--- src/rtl/scan_pkg.sv ---
// Shared encodings for the token scanner: FSM states, token-type codes and
// the ASCII ranges used to classify characters.
package scan_pkg;

    typedef enum logic [1:0] {
        ST_IDLE  = 2'd0,
        ST_IDENT = 2'd1,
        ST_NUM   = 2'd2,
        ST_BAD   = 2'd3
    } scan_state_e;

    localparam logic [1:0] TOK_NONE = 2'd0;
    localparam logic [1:0] TOK_ID   = 2'd1;
    localparam logic [1:0] TOK_NUM  = 2'd2;
    localparam logic [1:0] TOK_ERR  = 2'd3;

    localparam logic [7:0] ASCII_UPPER_A    = 8'h41;
    localparam logic [7:0] ASCII_UPPER_Z    = 8'h5A;
    localparam logic [7:0] ASCII_LOWER_A    = 8'h61;
    localparam logic [7:0] ASCII_LOWER_Z    = 8'h7A;
    localparam logic [7:0] ASCII_DIGIT_0    = 8'h30;
    localparam logic [7:0] ASCII_DIGIT_9    = 8'h39;
    localparam logic [7:0] ASCII_UNDERSCORE = 8'h5F;

    // Token type reported when a token ends while the FSM sits in state s.
    function automatic logic [1:0] tok_of_state(input scan_state_e s);
        logic [1:0] t;
        case (s)
            ST_IDENT: t = TOK_ID;
            ST_NUM:   t = TOK_NUM;
            ST_BAD:   t = TOK_ERR;
            default:  t = TOK_NONE;
        endcase
        return t;
    endfunction

endpackage

--- src/rtl/char_class.sv ---
// Combinational character classifier: letter / digit / (implicit) delimiter.
// Any set bit above the low byte makes the character a delimiter.
module char_class
    import scan_pkg::*;
#(
    parameter int CHAR_W           = 8,
    parameter int ALLOW_UNDERSCORE = 1
) (
    input  logic [CHAR_W-1:0] i_char,
    output logic              o_is_letter,
    output logic              o_is_digit
);

    logic       w_wide;
    logic [7:0] w_lo;

    assign w_lo   = i_char[7:0];
    assign w_wide = ((i_char >> 8) != {CHAR_W{1'b0}});

    // Range decode of the low byte, suppressed for wide characters.
    always_comb begin
        o_is_letter = 1'b0;
        o_is_digit  = 1'b0;
        if (w_wide) begin
            o_is_letter = 1'b0;
            o_is_digit  = 1'b0;
        end else begin
            o_is_digit  = (w_lo >= ASCII_DIGIT_0) && (w_lo <= ASCII_DIGIT_9);
            o_is_letter = ((w_lo >= ASCII_UPPER_A) && (w_lo <= ASCII_UPPER_Z)) ||
                          ((w_lo >= ASCII_LOWER_A) && (w_lo <= ASCII_LOWER_Z)) ||
                          ((ALLOW_UNDERSCORE != 0) && (w_lo == ASCII_UNDERSCORE));
        end
    end

endmodule

--- src/rtl/token_scan_fsm.sv ---
// Character-stream tokenizer: classifies runs of letters/digits into ID, NUM
// or ERR tokens and reports type and saturated length over valid/ready.
module token_scan_fsm
    import scan_pkg::*;
#(
    parameter int CHAR_W           = 8,
    parameter int LEN_W            = 8,
    parameter int MAX_LEN          = 32,
    parameter int ALLOW_UNDERSCORE = 1
) (
    input  logic              clk,
    input  logic              rst_n,
    input  logic              in_valid,
    input  logic [CHAR_W-1:0] in_char,
    input  logic              in_last,
    output logic              in_ready,
    output logic              out_valid,
    input  logic              out_ready,
    output logic [1:0]        out_type,
    output logic [LEN_W-1:0]  out_len,
    output logic              id_digit
);

    localparam logic [LEN_W-1:0] LP_MAX  = LEN_W'(MAX_LEN);
    localparam logic [LEN_W-1:0] LP_ONE  = {{(LEN_W-1){1'b0}}, 1'b1};
    localparam logic [LEN_W-1:0] LP_ZERO = {LEN_W{1'b0}};

    scan_state_e      r_state;
    logic [LEN_W-1:0] r_len;
    logic             r_out_valid;
    logic [1:0]       r_out_type;
    logic [LEN_W-1:0] r_out_len;
    logic             r_id_digit;

    logic             w_letter;
    logic             w_digit;
    logic             w_alnum;
    logic             w_accept;
    logic             w_at_max;
    logic [LEN_W-1:0] w_grow_len;

    scan_state_e      w_nxt_state;
    logic [LEN_W-1:0] w_nxt_len;
    logic             w_nxt_id_digit;
    logic             w_report;
    logic [1:0]       w_rep_type;
    logic [LEN_W-1:0] w_rep_len;

    char_class #(
        .CHAR_W           (CHAR_W),
        .ALLOW_UNDERSCORE (ALLOW_UNDERSCORE)
    ) u_char_class (
        .i_char      (in_char),
        .o_is_letter (w_letter),
        .o_is_digit  (w_digit)
    );

    assign w_alnum    = w_letter || w_digit;
    assign in_ready   = !r_out_valid || out_ready;
    assign w_accept   = in_valid && in_ready;
    assign w_at_max   = (r_len == LP_MAX);
    assign w_grow_len = w_at_max ? r_len : (r_len + LP_ONE);

    // Next-state, length and report decision for one accepted character.
    always_comb begin
        w_nxt_state    = r_state;
        w_nxt_len      = r_len;
        w_nxt_id_digit = r_id_digit;
        w_report       = 1'b0;
        w_rep_type     = TOK_NONE;
        w_rep_len      = r_len;
        if (w_accept) begin
            w_nxt_id_digit = 1'b0;
            if (w_alnum) begin
                case (r_state)
                    ST_IDLE: begin
                        w_nxt_state = w_letter ? ST_IDENT : ST_NUM;
                        w_nxt_len   = LP_ONE;
                    end
                    ST_IDENT: begin
                        w_nxt_state    = w_at_max ? ST_BAD : ST_IDENT;
                        w_nxt_len      = w_grow_len;
                        w_nxt_id_digit = w_digit && !in_last;
                    end
                    ST_NUM: begin
                        w_nxt_state = (w_at_max || w_letter) ? ST_BAD : ST_NUM;
                        w_nxt_len   = w_grow_len;
                    end
                    ST_BAD: begin
                        w_nxt_state = ST_BAD;
                        w_nxt_len   = w_grow_len;
                    end
                    default: begin
                        w_nxt_state = ST_IDLE;
                        w_nxt_len   = LP_ZERO;
                    end
                endcase
                // End of stream closes the token using the post-transition view.
                if (in_last) begin
                    w_report    = 1'b1;
                    w_rep_type  = tok_of_state(w_nxt_state);
                    w_rep_len   = w_nxt_len;
                    w_nxt_state = ST_IDLE;
                    w_nxt_len   = LP_ZERO;
                end else begin
                    w_report    = 1'b0;
                end
            end else begin
                w_report    = (r_state != ST_IDLE);
                w_rep_type  = tok_of_state(r_state);
                w_rep_len   = r_len;
                w_nxt_state = ST_IDLE;
                w_nxt_len   = LP_ZERO;
            end
        end else begin
            w_report = 1'b0;
        end
    end

    // State, length, legacy flag and report register.
    always_ff @(posedge clk or negedge rst_n) begin
        if (!rst_n) begin
            r_state     <= ST_IDLE;
            r_len       <= LP_ZERO;
            r_id_digit  <= 1'b0;
            r_out_valid <= 1'b0;
            r_out_type  <= TOK_NONE;
            r_out_len   <= LP_ZERO;
        end else begin
            r_state    <= w_nxt_state;
            r_len      <= w_nxt_len;
            r_id_digit <= w_nxt_id_digit;
            if (w_report) begin
                r_out_valid <= 1'b1;
                r_out_type  <= w_rep_type;
                r_out_len   <= w_rep_len;
            end else if (out_ready) begin
                r_out_valid <= 1'b0;
            end else begin
                r_out_valid <= r_out_valid;
            end
        end
    end

    assign out_valid = r_out_valid;
    assign out_type  = r_out_type;
    assign out_len   = r_out_len;
    assign id_digit  = r_id_digit;

endmodule

--- config.mk ---
export PLATFORM = sky130hd
export DESIGN_NAME = token_scan_fsm
export DESIGN_NICKNAME = d
export VERILOG_FILES = /design/src/rtl/scan_pkg.sv /design/src/rtl/char_class.sv /design/src/rtl/token_scan_fsm.sv
export SDC_FILE = /design/constraint.sdc
export NUM_CORES = 1
export LEC_CHECK = 0
export CORE_MARGIN = 2
export CORE_UTILIZATION = 25
export CTS_CLUSTER_DIAMETER = 30
export DETAILED_ROUTE_END_ITERATION = 10
export GPL_TIMING_DRIVEN = 0
export HOLD_SLACK_MARGIN = 0.06
export PLACE_DENSITY = 0.52
export SYNTH_ARGS = -nofsm -noshare
export SYNTH_HDL_FRONTEND = slang
export SYNTH_SLANG_ARGS = --single-unit
--- constraint.sdc ---
create_clock -name clk -period 2.7 [get_ports clk]
set_input_delay 0.54 -clock clk [delete_from_list [all_inputs] [get_ports clk]]
set_output_delay 0.54 -clock clk [all_outputs]
set_load 0.005 [all_outputs]
==> out/metrics.csv <==
metric;value;unit
status;finished, final reports clean;
Final setup viols;0;
GP Congestion;0.793;
register area share after synthesis;39.9;%
synth unique cells;46;
global-route wire length before repair;5980;µm
clock sinks;22;
final hold violation count;0;
syn avg cell area;8.97;µm²
share of post-route cells with drive strength above 1;13.8;%
die width;78.3;µm
minimum clock period;2.66;ns
layout net count;205;
via count;1265;
root buf cell;clkbuf_8;
CP max FO;10;
CTS tree;yes;
Peak VDD IR;0.327;mV
post-synth top area cell;dfrtp_1;
synth-to-layout area growth;34.1;%
Worst slew margin;32.2;%
vias per cell;4.85;
TritonCTS buffer count;3;
# IOs;26;
hpwl dp;2450;µm
die height;78.3;µm
largest net degree at the start of global routing;23;
Syn Nets;169;
hold path endpoint;out_len[7];
commonest cells after routing, fill and taps aside;clkdlybuf4s50_1, dfrtp_1, nor2_1, o21ai_0, a21oi_1;
total wire length;3470;µm
DRC errors left;0;
synth top area cells;dfrtp_1, nor2_1, o21ai_0, a21oi_1, nand2_1;
pwr/cell area;632;nW/µm²
WL/cell;13.3;µm
initial antenna violation count;0;
Initial Util;25.6;%
hold path start;out_len[7];
clk slew on worst S/H paths;0.09;ns
vias in the first global route;1236;
iteration-0 DRC count of the detailed router;77;
placed cell area;1720;µm²
FP Rows;27;
Worst R2R Path Depth;7;
Filler cells;577;
DRT antenna net count;0;
Critical Path AT;2.86;ns
final worst-path cycle share;98.5;%
GRT Total Usage;12.2;%
Place WS;-0.602;ns
worst-skew pair later-pin latency;0.27;ns
H-tree levels;1;
CTS max path bufs;2;
RSZ-0062 raised after global routing;true;
fmax;376;MHz
fin cells;261;
number of flops mapped to enable cells by yosys;0;
main flop type after synthesis;dfrtp_1;
Hold Crit Depth;1;
post-layout util;34.3;%
Yosys Warn Count;0;
setup ws final;0.0402;ns
reg2reg start;r_len[2];
Port-buffer cells;25;
Async S/R FF share, synth;100;%
CP required;2.90;ns
cells after synthesis;154;
CP startpoint kind;input port;
worst reg2reg setup slack;0.31;ns
n_diodes;0;
final instance area;1850;µm²
Setup CP Type;input port to flop;
total global routing overflow;0;
number of max-cap violations;0;
Synth top area share;39.9;%
Pins Over Slew Limit;0;
placed cells;251;
hold crit path type;flop to flop;
crit path capture type;flop;
Max Clock Skew;0.00553;ns
FF-to-FF End;out_len[5];
core area;5410;µm²
drt first pass iters;4;
Die ar.;6140;µm²
#FFs+latches synth;22;
Slew @ Worst Pin;1.01;ns
Leak;0.757;nW
Design Power;0.00117;W
cell area after synthesis;1380;µm²
==> through the flow <==
stage          TNS (ns)  hold slack, ns
6_report              0           0.499
4_1_cts               0           0.506
2_1_floorplan         0           0.244
3_3_place_gp      -8.39           0.473
5_1_grt         -0.0451           0.538
3_5_place_dp      -8.02           0.485
==> area by class of cell <==
type                       count  area [µm²]  area share [%]
clock buffer                   3        41.3            2.23
timing repair buffer          31         290            15.7
buffer                         7        57.6            3.11
inverter                       7        26.3            1.42
tap                           72        90.1            4.86
sequential                    22         551            29.7
clock inverter                 1        30.0            1.62
multi-input combinational    118         766            41.4
==> logic make-up (layout without fill, tap and decap cells) <==
kind of cell               after synthesis  in the layout  synth area share, %
muxes                                    1              1                0.815
xor gates and xnor gates                 1              1                0.634
adders and majority gates                2              2                 1.81
and+or+nand+nor                         65             65                 25.0
DFF                                     22             22                 39.9
buffers and inverters                   14             49                 6.07
AOI/OAI and AO/OA                       49             49                 25.8
==> metal layers <==
metal  vias up  routed length (µm)  global-route usage, %
met2        24                1540                   19.3
li1        639                   -                      -
met4         0                  51                   4.21
met1       597                1780                   17.4
met5         -                   0                      0
met3         5                  99                   1.15
==> sequential cells by signal, summed over array words and instances (netlist names) <==
register and flops:
out_type 2, id_digit 1, r_state 2, out_len 8, out_valid 1, r_len 8
==> worst max-delay path by stage <==
stage | start | to | slack [ns]
after detailed placement | in_char[4] | r_len[4] | -0.60
after global routing | in_char[2] | out_len[5] | -0.03
after CTS | in_char[2] | out_len[5] | 0.002
final | in_char[5] | out_len[3] | 0.04
after global placement | in_char[4] | r_len[4] | -0.61
after floorplan | in_char[2] | out_len[4] | 0.23
==> repair_timing <==
action | 4_1_cts | 5_1_grt
pin swaps | 1 | 1
setup buffers | 4 | 2
gates resized for setup | 5 | 1
hold buffers | 0 | 0
endpoints found under the setup margin | 15 | 12
==> cells in the mapped netlist (2+ instances only) <==
master    count
nand4_1       5
o21ai_0      12
and2_1        3
a21o_1        4
o32ai_1       2
inv_1         7
or4_1         2
buf_6         2
and3_1        4
o22a_1        2
nor2_1       21
nor3_1        3
ha_1          2
a31o_2        2
dfrtp_1      22
clkbuf_1      3
a21oi_1      11
nand3_1       6
a31oi_1       4
nor4_1        2
nand2_1       9
o21a_1        2
==> where the power goes <==
part	switching [W]	internal, W	leakage, nW
registers	0.0000476	0.000403	0.280
clock network	0.000117	0.000198	0.0357
logic	0.000172	0.000232	0.441
==> worst max-delay path, cell delays in order <==
cell and delay, ns:
clkdlybuf4s50_1 0.44, or4b_4 0.58, a211o_1 0.32, buf_6 0.14, or2_4 0.25, or4_1 0.42
a31oi_1 0.17
Note: power is estimated with default switching activity, not from simulation.
